--- config.mk ---
export PLATFORM = sky130hd
export DESIGN_NAME = i2s_mic_capture_flat
export DESIGN_NICKNAME = d
export VERILOG_FILES = /design/src/rtl/i2s_mic_capture_if.sv /design/src/rtl/i2s_mic_capture.sv /design/src/flat_wrapper.sv
export SDC_FILE = /design/constraint.sdc
export NUM_CORES = 1
export LEC_CHECK = 0
export ABC_AREA = 1
export BUFFER_PORTS_ARGS = -buffer_cell sky130_fd_sc_hd__clkbuf_2
export CAP_MARGIN = 20
export CORE_MARGIN = 5
export CORE_UTILIZATION = 55
export DETAILED_ROUTE_END_ITERATION = 12
export GPL_TIMING_DRIVEN = 0
export PLACE_DENSITY_LB_ADDON = 0.05
export SLEW_MARGIN = 20
export SYNTH_ARGS = -nofsm -noshare
export SYNTH_HDL_FRONTEND = slang
export SYNTH_SLANG_ARGS = --single-unit
export TNS_END_PERCENT = 30
--- constraint.sdc ---
create_clock -name CLK -period 1.7 [get_ports CLK]
set_clock_uncertainty 0.1 [all_clocks]
set_input_delay 0.085 -clock CLK [delete_from_list [all_inputs] [get_ports CLK]]
set_output_delay 0.085 -clock CLK [all_outputs]
set_load 0.02 [all_outputs]
--- src/rtl/i2s_mic_capture_if.sv ---
// rtl/i2s_mic_capture_if.sv - I2S bus and DMA readout bundle for the mic capture block
//
// Groups the I2S bus pins and the DMA-side readout signals.
//   enable      : run (1) / stop (0) the I2S bus, level
//   i2s_sd      : serial data, one bit per stereo pair, asynchronous
//   i2s_bclk    : bit clock driven by the capture block
//   i2s_lrclk   : word select, 0 = left, 1 = right
//   select      : pair select, k in 1..NUM_MIC_PAIRS picks pair k-1
//   mic_data    : held frame {left, right} of the selected pair
//   read_ready  : one-cycle strobe, new frame in the holding registers
//   frame_count : delivered frames, wraps
//   busy        : capture block is warming up or running
// master = capture block side, slave = microphone/DMA/test side.
interface i2s_mic_capture_if #(
  parameter int NUM_MIC_PAIRS = 4
);
  logic                     enable;
  logic [NUM_MIC_PAIRS-1:0] i2s_sd;
  logic                     i2s_bclk;
  logic                     i2s_lrclk;
  logic [2:0]               select;
  logic [31:0]              mic_data;
  logic                     read_ready;
  logic [15:0]              frame_count;
  logic                     busy;

  modport master (
    input  enable, i2s_sd, select,
    output i2s_bclk, i2s_lrclk, mic_data, read_ready, frame_count, busy
  );

  modport slave (
    output enable, i2s_sd, select,
    input  i2s_bclk, i2s_lrclk, mic_data, read_ready, frame_count, busy
  );
endinterface

--- src/rtl/i2s_mic_capture.sv ---
// rtl/i2s_mic_capture.sv - I2S master capturing 16-bit stereo frames from several mic pairs
//
// Generates BCLK/LRCLK, shifts in one SD line per stereo pair, discards the
// first STARTUP_FRAMES frames after each enable, then copies every completed
// frame into per-pair holding registers and strobes read_ready.
// Ports:
//   CLK   : system clock
//   RESET : synchronous, active-high reset
//   bus   : i2s_mic_capture_if.master (I2S pins, enable, readout mux, status)
module i2s_mic_capture #(
  parameter int NUM_MIC_PAIRS  = 4,
  parameter int BCLK_DIV       = 8,
  parameter int STARTUP_FRAMES = 2
) (
  input  logic                   CLK,
  input  logic                   RESET,
  i2s_mic_capture_if.master      bus
);

  localparam int DIV_W  = $clog2(BCLK_DIV);
  localparam int WARM_W = $clog2(STARTUP_FRAMES + 1) + 1;

  typedef enum logic [1:0] {
    ST_IDLE,
    ST_WARMUP,
    ST_RUN
  } state_t;

  state_t                   state_q, state_d;
  logic [DIV_W-1:0]         div_q, div_d;
  logic                     bclk_q, bclk_d;
  logic [5:0]               bit_q, bit_d;
  logic [WARM_W-1:0]        warm_q, warm_d;
  logic [NUM_MIC_PAIRS-1:0] sync1_q, sync1_d;
  logic [NUM_MIC_PAIRS-1:0] sync2_q, sync2_d;
  logic [15:0]              left_q  [NUM_MIC_PAIRS];
  logic [15:0]              left_d  [NUM_MIC_PAIRS];
  logic [15:0]              right_q [NUM_MIC_PAIRS];
  logic [15:0]              right_d [NUM_MIC_PAIRS];
  logic [31:0]              hold_q  [NUM_MIC_PAIRS];
  logic [31:0]              hold_d  [NUM_MIC_PAIRS];
  logic                     read_ready_q, read_ready_d;
  logic [15:0]              frame_count_q, frame_count_d;
  logic                     busy_q, busy_d;

  logic                     fall;
  logic [4:0]               slot;
  logic                     in_sample;
  logic [31:0]              mic_data;

  // Position within the current 32-bit slot; bit 0 is the I2S delay bit.
  assign slot      = bit_q[4:0];
  assign in_sample = (slot >= 5'd1) && (slot <= 5'd16);

  always_comb begin
    state_d       = state_q;
    div_d         = div_q;
    bclk_d        = bclk_q;
    bit_d         = bit_q;
    warm_d        = warm_q;
    sync1_d       = bus.i2s_sd;
    sync2_d       = sync1_q;
    left_d        = left_q;
    right_d       = right_q;
    hold_d        = hold_q;
    read_ready_d  = 1'b0;
    frame_count_d = frame_count_q;
    busy_d        = busy_q;
    fall          = 1'b0;

    case (state_q)
      ST_IDLE: begin
        div_d  = '0;
        bclk_d = 1'b0;
        bit_d  = '0;
        if (bus.enable) begin
          state_d = ST_WARMUP;
          warm_d  = '0;
          busy_d  = 1'b1;
        end
      end

      default: begin
        if (div_q == DIV_W'(BCLK_DIV - 1)) begin
          div_d  = '0;
          bclk_d = ~bclk_q;
          fall   = bclk_q;
        end else begin
          div_d = div_q + DIV_W'(1);
        end

        if (fall) begin
          if (in_sample) begin
            for (int k = 0; k < NUM_MIC_PAIRS; k++) begin
              if (bit_q[5]) right_d[k] = {right_q[k][14:0], sync2_q[k]};
              else          left_d[k]  = {left_q[k][14:0],  sync2_q[k]};
            end
          end
          bit_d = bit_q + 6'd1;

          // Falling edge closing bit 63 completes the frame.
          if (bit_q == 6'd63) begin
            if (state_q == ST_RUN) begin
              for (int k = 0; k < NUM_MIC_PAIRS; k++) begin
                hold_d[k] = {left_q[k], right_q[k]};
              end
              read_ready_d  = 1'b1;
              frame_count_d = frame_count_q + 16'd1;
            end else begin
              warm_d = warm_q + WARM_W'(1);
            end
          end
        end

        // With STARTUP_FRAMES = 0 this leaves WARMUP one cycle after entry,
        // long before the first frame can complete.
        if ((state_q == ST_WARMUP) && (warm_q >= WARM_W'(STARTUP_FRAMES))) begin
          state_d = ST_RUN;
        end
      end
    endcase

    // Stop overrides everything: the partial frame is dropped, but the
    // holding registers and frame counter keep their contents.
    if (!bus.enable) begin
      state_d       = ST_IDLE;
      div_d         = '0;
      bclk_d        = 1'b0;
      bit_d         = '0;
      read_ready_d  = 1'b0;
      busy_d        = 1'b0;
      hold_d        = hold_q;
      frame_count_d = frame_count_q;
    end
  end

  always_ff @(posedge CLK) begin
    if (RESET) begin
      state_q       <= ST_IDLE;
      div_q         <= '0;
      bclk_q        <= 1'b0;
      bit_q         <= '0;
      warm_q        <= '0;
      sync1_q       <= '0;
      sync2_q       <= '0;
      for (int k = 0; k < NUM_MIC_PAIRS; k++) begin
        left_q[k]  <= '0;
        right_q[k] <= '0;
        hold_q[k]  <= '0;
      end
      read_ready_q  <= 1'b0;
      frame_count_q <= '0;
      busy_q        <= 1'b0;
    end else begin
      state_q       <= state_d;
      div_q         <= div_d;
      bclk_q        <= bclk_d;
      bit_q         <= bit_d;
      warm_q        <= warm_d;
      sync1_q       <= sync1_d;
      sync2_q       <= sync2_d;
      left_q        <= left_d;
      right_q       <= right_d;
      hold_q        <= hold_d;
      read_ready_q  <= read_ready_d;
      frame_count_q <= frame_count_d;
      busy_q        <= busy_d;
    end
  end

  // Zero-latency readout mux; out-of-range selects read as zero.
  always_comb begin
    mic_data = 32'h0;
    for (int k = 0; k < NUM_MIC_PAIRS; k++) begin
      if (bus.select == 3'(k + 1)) mic_data = hold_q[k];
    end
  end

  assign bus.mic_data    = mic_data;
  assign bus.i2s_bclk    = bclk_q;
  assign bus.i2s_lrclk   = bit_q[5];
  assign bus.read_ready  = read_ready_q;
  assign bus.frame_count = frame_count_q;
  assign bus.busy        = busy_q;

endmodule

--- src/flat_wrapper.sv ---
// flat-port wrapper written by rule: the top's interface ports become plain ports
module i2s_mic_capture_flat 
#(
  parameter int NUM_MIC_PAIRS  = 4,
  parameter int BCLK_DIV       = 8,
  parameter int STARTUP_FRAMES = 2
)
  (CLK, RESET, bus_enable, bus_i2s_sd, bus_select, bus_i2s_bclk, bus_i2s_lrclk, bus_mic_data, bus_read_ready, bus_frame_count, bus_busy);
  i2s_mic_capture_if #(.NUM_MIC_PAIRS(NUM_MIC_PAIRS)) bus_i ();
  input  logic CLK;
  input  logic RESET;
  input wire logic [$bits(bus_i.enable)-1:0] bus_enable;
  input wire logic [$bits(bus_i.i2s_sd)-1:0] bus_i2s_sd;
  input wire logic [$bits(bus_i.select)-1:0] bus_select;
  output wire logic [$bits(bus_i.i2s_bclk)-1:0] bus_i2s_bclk;
  output wire logic [$bits(bus_i.i2s_lrclk)-1:0] bus_i2s_lrclk;
  output wire logic [$bits(bus_i.mic_data)-1:0] bus_mic_data;
  output wire logic [$bits(bus_i.read_ready)-1:0] bus_read_ready;
  output wire logic [$bits(bus_i.frame_count)-1:0] bus_frame_count;
  output wire logic [$bits(bus_i.busy)-1:0] bus_busy;
  assign bus_i.enable = bus_enable;
  assign bus_i.i2s_sd = bus_i2s_sd;
  assign bus_i.select = bus_select;
  assign bus_i2s_bclk = bus_i.i2s_bclk;
  assign bus_i2s_lrclk = bus_i.i2s_lrclk;
  assign bus_mic_data = bus_i.mic_data;
  assign bus_read_ready = bus_i.read_ready;
  assign bus_frame_count = bus_i.frame_count;
  assign bus_busy = bus_i.busy;
  i2s_mic_capture #(.NUM_MIC_PAIRS(NUM_MIC_PAIRS), .BCLK_DIV(BCLK_DIV), .STARTUP_FRAMES(STARTUP_FRAMES)) u_core (.CLK(CLK), .RESET(RESET), .bus(bus_i));
endmodule
==> impl_results.md, run 1 <==
- Adder-Cell Fraction of Synth Area: 0.00840
- Die X: approximately 160 microns
- Pwr Density: around 940 nW/um^2
- Clock root cell: clkbuf_16
- Post-Synth XOR/XNOR Area: 0.000735
- Crit path arrival time: approximately 2.3 ns
- Vias per Instance: 5.23
- Setup crit start kind: register
- Clk sink count: 297
- DP HPWL: 22900 microns
- Drt pass-1 iters: 5
- ANT cells: 0
- RePlAce Congestion: 0.908
- Simple-Gate Fraction of Synth Area: 0.248
- Count of cell types in the netlist: 24
- Layout Nets: 1827
- Mapped cell area: roughly 12000 sq um
- Switching share of power: 0.218
- Filler instances: between 1500 and 2000
- Relative max-transition margin: 0.507
- Largest net degree at the start of global routing: 15
- WP buf/inv: 3
- Fin. Hold Viols: 0
- H-tree depth: 1
- Hold Startpoint: RESET
- Routed Antenna Nets: 0
- Final hold slack: 0.196 ns
- Outcome: complete, but fails checks
- CP top delay family: buffers and inverters
- Critical Path RT: 2.07 ns
- Synth Instances: 1680
- Core area: 21200 sq um
- HP Class: primary input to register
- Largest family of logic cells by synthesized area: simple AND/OR/NAND/NOR gates
- Layout cells sized above 1: 0.169
- I/O pin count: 62
- Leakage: 0.00581 uW
- Initial Util: 0.563
- Worst-path clk slew: 0.06 ns
- Die height: 157 microns
- Post-synthesis sequential area ratio: 0.499
- Reg-to-Reg Start: u_core.div_q[0]$_SDFF_PP0_
- Final setup viols: 280
- Total CTS buffers: 31
- CP cell instances: ha_4 -> ha_4 -> nand2_8 -> nor2_4 -> nand2_2 -> nor2_4 -> buf_12 -> buf_16 -> clkbuf_16 -> o21ai_1 -> a21oi_1
- WL final: 33900 microns
- Clock share of power: 0.476
- Final worst-path cycle share: 1.13
- Vias in the first global route: 10400
- Mux cell area share after synthesis: 0
- Total number of yosys warnings: 0
- Clock insertion delay at the later pin of the skew report: 0.55 ns
- CTS tree: yes
- Crit-path max FO: 9
- Failing checks: setup timing
- P&R area growth vs syn: 25.8%
- Global Route Usage Sum: 0.263
- Std cell rows: between 50 and 60
- Worst Setup SP: u_core.div_q[0]$_SDFF_PP0_
- Maximum vdd drop: between 0.0007 and 0.0008 V
- Port-buffer cells: 61
- Max Slew Vio Count: 0
- GRT overflow: 0
- Initial antenna violation count: 0
- Logic pwr share: 0.029
- Sequential Power Share: 0.495
- WL per Instance: 16.1 microns
- WS Path Type: register to register
- Synth Area in Compound Gates: 0.139
- CTS Buffer Depth: 3
- P_int: 11000 uW
- Post-synthesis sequential element count: 297
- First-pass GRT wire length: 52500 microns
- Syn_nets: roughly 1700
- Max cap viols: 0
- RSZ-0062 raised after global routing: yes
- DRC: 0
- Post-Place Setup Slack: -0.603 ns
- DR iter-0 viols: roughly 770
- Crit end category: register
- Die Area: 24700 sq um
- Mean Syn Cell Area: 7.09 sq um
- Worst-margin pin slew: 0.739 ns
- Critical Path Max Stage Delay: 0.35 ns
- Fmax: 0.519 GHz
- Fin worst setup slack: -0.227 ns
- Sw power: slightly above 3000 uW
- Tmin final: 1.93 ns
- Vias: 11000
- Slowest stage cell, crit path: dfxtp_2
[cell families after synthesis]
group                    count (synthesis)
AO/OA/AOI/OAI                          306
AND/OR/NAND/NOR                        767
buffers and inverters                  301
flip-flops                             297
adder cells (fa/ha/maj)                  8
XOR/XNOR                                 1
[metrics by stage]
stage               power, uW  utilization  instance area, sq um  std cells  TNS, ns
floorplan                7360            -                 12000       1680   -0.673
global placement         7460        0.596                 12600       2016  -102.13
detailed placement       7470        0.596                 12600       2016  -108.91
CTS                     14100        0.677                 14300       2097   -25.07
global route            14500        0.709                 15000       2108   -54.40
finish                  14100        0.709                 15000       2108   -28.08
[final timing paths]
check                                                 endpoint  slack [ns]  cells after the start
worst max-delay path            u_core.hold_q[36]$_SDFFE_PP0P_       -0.23                     11
worst min-delay path              u_core.sync1_q[3]$_SDFF_PP0_        0.20                      3
worst max register to register  u_core.hold_q[36]$_SDFFE_PP0P_       -0.23                     11
worst min register to register    u_core.sync2_q[3]$_SDFF_PP0_        0.31                      2
[placed cells by master, fill, tap and decap left out, types with 30 or more instances in the layout]
cell type	instances
a21oi_1	124
o21ai_2	48
clkbuf_2	65
o2111ai_1	30
nand2_1	395
inv_1	199
clkbuf_1	30
o21ai_1	41
o21ai_0	44
nor2_1	320
clkbuf_16	40
dfxtp_1	293
[flip-flops by register name (all words and copies together), names as in the netlist]
register	cells
u_core.hold_q	128
u_core.left_q	64
u_core.right_q	64
u_core.bus.frame_count	16
u_core.bit_q	6
u_core.sync1_q	4
u_core.sync2_q	4
u_core.div_q	3
u_core.warm_q	3
u_core.state_q	2
u_core.bus.busy	1
u_core.bus.i2s_bclk	1
u_core.bus.read_ready	1
[power by group through the flow]
stage	clock (uW)	combinational [uW]	sequential (uW)
2_1_floorplan	0	227	7130
3_3_place_gp	0	334	7130
6_report	6710	404	6980
5_1_grt	7100	446	6970
4_1_cts	6790	370	6980
3_5_place_dp	0	338	7130
[Yosys cell counts]
library cell | instances | area (sq um)
nand2_1 | 400 | 1500
nor2_1 | 325 | 1220
dfxtp_1 | 297 | 5950
inv_1 | 200 | 751
a21oi_1 | 135 | 676
o21ai_0 | 94 | 470
buf_2 | 44 | 220
o21ai_1 | 43 | 215
clkbuf_1 | 36 | 135
o2111ai_1 | 32 | 280
nand3_1 | 23 | 115
buf_1 | 9 | 33.8
ha_1 | 8 | 100
nor3_1 | 8 | 40.0
buf_6 | 7 | 78.8
buf_4 | 5 | 37.5
nand4_1 | 5 | 31.3
nor2_2 | 3 | 18.8
nand2_2 | 1 | 6.26
nor2_4 | 1 | 11.3
o21a_1 | 1 | 7.51
o31ai_1 | 1 | 7.51
or2_2 | 1 | 6.26
xor2_1 | 1 | 8.76
[per-layer routing]
metal  part of all wire  GRT usage  vias up
met3              0.047     0.0308       89
met5                  0          0        -
met4              0.039     0.0983        0
met2               0.48      0.444      283
li1                   -          -     5502
met1               0.44      0.347     5150
[tightest hold or removal path, cell delays in order]
cell,delay [ns]
clkbuf_2,0.11
nor2_1,0.05
dlygate4sd3_1,0.54
[cell type report]
type / instances / area (sq um) / share of cell area
well taps: 275 / 344 / 0.0229
inverters: 200 / 753 / 0.0502
multi-input cells: 1082 / 5190 / 0.346
clock inverters: 15 / 128 / 0.00851
repair buffers: 96 / 860 / 0.0573
plain buffers: 101 / 880 / 0.0587
clock buffers: 42 / 887 / 0.0592
flip-flops and latches: 297 / 5950 / 0.397
[timing repair]
| item | in CTS | in global routing |
|---|---|---|
| setup buffers | 10 | 1 |
| endpoints found under the setup margin | 305 | 311 |
| pin swaps | 4 | 11 |
| resized for setup | 126 | 165 |
| hold buffers | 10 | 0 |
| hold endpoints to repair | 19 | 0 |
| gates cloned | 4 | 10 |
Note: power is estimated with default switching activity, not from simulation.
==> inputs of run 2 (changes only) <==
--- a/config.mk
+++ b/config.mk
@@ -6,7 +6,7 @@
 export NUM_CORES = 1
 export LEC_CHECK = 0
 export ABC_AREA = 1
-export BUFFER_PORTS_ARGS = -buffer_cell sky130_fd_sc_hd__clkbuf_2
+export BUFFER_PORTS_ARGS = -buffer_cell sky130_fd_sc_hd__buf_2
 export CAP_MARGIN = 20
 export CORE_MARGIN = 5
 export CORE_UTILIZATION = 55
==> run 2 against run 1 <==
The run still ends with setup timing left. First-iteration DRC count up 4.0%. Combinational power about the same. Utilization up 0.56 points. Total power up 1.6%. Clock power up 3.4%. Sequential share of layout area down 0.31 points. Maximum frequency down 1.8%. Final cell count up 0.28%. Global-route usage up 0.35 points. Wire length up 0.32%. Worst setup slack worse by 0.035 ns. Register-to-register slack worse by 0.03 ns. Highest routed layer unchanged.
==> impl_results.md, run 2 (synthesis results as in run 1) <==
- Outcome: complete, but fails checks
- Failing checks: setup timing
- Crit path arrival time: 2.33 ns (+0.03 ns)
- Max cap viols: 0 (unchanged)
- Hold Crit Depth: 3 (unchanged)
- Setup crit start kind: register
- Leakage: 0.00595 uW (+2.5%)
- RePlAce Congestion: 0.904 (-0.37%)
- Fmax: 0.510 GHz (-1.8%)
- Sequential Power Share: 0.487 (-0.008)
- Vias per Instance: 5.26 (+0.67%)
- Filler instances: 1712 (-0.81%)
- DRC: 0 (unchanged)
- HP Class: primary input to register
- Crit end category: register
- FF-to-FF path depth: 12 (+1)
- Layout cells sized above 1: 0.166 (-0.00218)
- WL final: 34100 microns (+0.32%)
- Uppermost layer routed: met4
- Met3 wire length: 1850 microns (+16%)
- Initial Util: 0.563 (unchanged)
- CTS tree: yes
- Switching share of power: 0.208 (-0.00929)
- Most common cell after layout, fill and taps aside: nand2_1
- DR iter-0 viols: 803 (+4.0%)
- CTS Buffer Depth: 3 (unchanged)
- Clock insertion delay at the later pin of the skew report: 0.55 ns (about the same)
- Largest registers: u_core.hold_q x128, u_core.left_q x64, u_core.right_q x64
- Drt pass-1 iters: 6 (+1)
- Port-buffer cells: 61 (unchanged)
- P_int: 11300 uW (+2.8%)
- CP cell instances: ha_4 -> ha_4 -> nand2_8 -> nor2_4 -> nand2_2 -> nor2_4 -> buf_12 -> buf_8 -> clkbuf_16 -> buf_12 -> o21ai_2 -> a21oi_2
- Clk sink count: 297 (unchanged)
- Slowest stage cell, crit path: dfxtp_2
- P&R area growth vs syn: 26.8%
- Critical Path Max Stage Delay: 0.35 ns (about the same)
- Largest Register: u_core.hold_q
- Die height: 157 microns (unchanged)
- Reg-to-Reg Start: u_core.div_q[0]$_SDFF_PP0_
- WS Path Type: register to register
- Core area: 21200 sq um (unchanged)
- Worst-path clk slew: 0.06 ns (about the same)
- Clock share of power: 0.485 (+0.009)
- Sw power: 2980 uW (-2.7%)
- Std cell rows: 53 (unchanged)
- Final setup viols: 272 (-2.9%)
- Routed Antenna Nets: 0 (unchanged)
- Clock root cell: clkbuf_16
- Critical Path RT: 2.07 ns (about the same)
- Total CTS buffers: 30 (-3.2%)
- Vias: 11100 (+0.95%)
- Multi-input logic area: 5150 sq um (-0.75%)
- Hold worst-path end: u_core.sync1_q[3]$_SDFF_PP0_
- CP top delay family: buffers and inverters
- DP HPWL: 22700 microns (-0.61%)
- GRT overflow: 0 (unchanged)
- M1 wire length: 14700 microns (-1.6%)
- Crit-path max FO: 5 (-4)
- Maximum vdd drop: 0.000901 V (+14%)
- WL per Instance: 16.1 microns (about the same)
- Max Slew Vio Count: 0 (unchanged)
- Initial antenna violation count: 0 (unchanged)
- Die X: 157 microns (unchanged)
- Most frequent cells in the layout: nand2_1, nor2_1, dfxtp_1
- Vias in the first global route: 10200 (-1.4%)
- Largest net degree at the start of global routing: 15 (unchanged)
- Die Area: 24700 sq um (unchanged)
- Final worst-path cycle share: 1.15 (+0.0204)
- Hold Startpoint: RESET
- Layout Nets: 1833 (+0.33%)
- H-tree depth: 1 (unchanged)
- WP buf/inv: 4 (+1)
- FF-to-FF setup slack: -0.26 ns (-0.03 ns)
- Reg area: 5950 sq um (unchanged)
- Final hold slack: 0.193 ns (-0.00311 ns)
- Fin worst setup slack: -0.262 ns (-0.0347 ns)
- Setup tns final: -37.49 ns (-9.41 ns)
- RSZ-0062 raised after global routing: yes
- Logic pwr share: 0.028 (about the same)
- Worst r2r dst: u_core.hold_q[110]$_SDFFE_PP0P_
- Pwr Density: 948 nW/um^2 (+0.83%)
- I/O pin count: 62 (unchanged)
- Fin. Hold Viols: 0 (unchanged)
- First-pass GRT wire length: 52900 microns (+0.70%)
- Relative max-transition margin: 0.506 (-0.00138)
- Tmin final: 1.96 ns (+0.0347 ns)
- Met2 routed WL: 16000 microns (-0.97%)
- Global Route Usage Sum: 0.266 (+0.00350)
- Number of flip-flops in the largest register: 128 (unchanged)
- Worst-margin pin slew: 0.741 ns (+0.00207 ns)
- ANT cells: 0 (unchanged)
==> run 2: metal layers <==
layer | vias up | GRT usage
li1 | 5514 | -
met5 | - | 0
met1 | 5159 | 0.359
met3 | 102 | 0.0316
met4 | 0 | 0.101
met2 | 354 | 0.441
==> run 2: how the worst max path moves through the flow <==
stage / to / cells past startpoint / slack (ns) / from
final: u_core.hold_q[110]$_SDFFE_PP0P_ / 12 / -0.26 / u_core.div_q[0]$_SDFF_PP0_
after global routing: u_core.hold_q[32]$_SDFFE_PP0P_ / 12 / -0.37 / u_core.div_q[0]$_SDFF_PP0_
after CTS: u_core.hold_q[109]$_SDFFE_PP0P_ / 13 / -0.22 / u_core.div_q[0]$_SDFF_PP0_
after detailed placement: bus_mic_data[13] / 7 / -0.61 / bus_select[0]
after global placement: bus_mic_data[13] / 7 / -0.55 / bus_select[0]
after floorplan: u_core.left_q[10]$_SDFFE_PP0P_ / 11 / -0.01 / u_core.div_q[0]$_SDFF_PP0_
==> run 2: worst min-delay path: stages <==
cell and delay [ns]:
buf_2 0.11, nor2_1 0.05, dlygate4sd3_1 0.53
==> run 2: through the flow <==
stage / instances / area, sq um / util / setup WS [ns] / total power, uW
floorplan: 1680 / 12000 / - / -0.0138 / 7360
global placement: 2016 / 12600 / 0.596 / -0.554 / 7460
detailed placement: 2016 / 12600 / 0.596 / -0.611 / 7470
CTS: 2105 / 14600 / 0.690 / -0.221 / 14400
global route: 2114 / 15100 / 0.714 / -0.374 / 14800
finish: 2114 / 15100 / 0.714 / -0.262 / 14300
==> run 2: repair_timing <==
item	CTS	global route
setup endpoints to repair	305	310
buffers inserted	14	4
resized for setup	152	140
hold buffers	10	0
gates cloned	9	7
hold endpoints to repair	20	0
pin swaps	6	11
==> run 2: layout make-up <==
type	count	share of cell area
Buffer	101	0.0608
Clock buffer	47	0.0599
Clock inverter	9	0.00960
Inverter	200	0.0497
Multi-Input combinational cell	1082	0.341
Sequential cell	297	0.394
Tap cell	275	0.0228
Timing Repair Buffer	103	0.0624
==> run 2: power by group through the flow <==
stage / clock (uW) / combinational, uW / sequential, uW
finish: 6940 / 403 / 6980
global route: 7350 / 444 / 6970
CTS: 7020 / 372 / 6980
detailed placement: 0 / 338 / 7130
global placement: 0 / 334 / 7130
floorplan: 0 / 227 / 7130
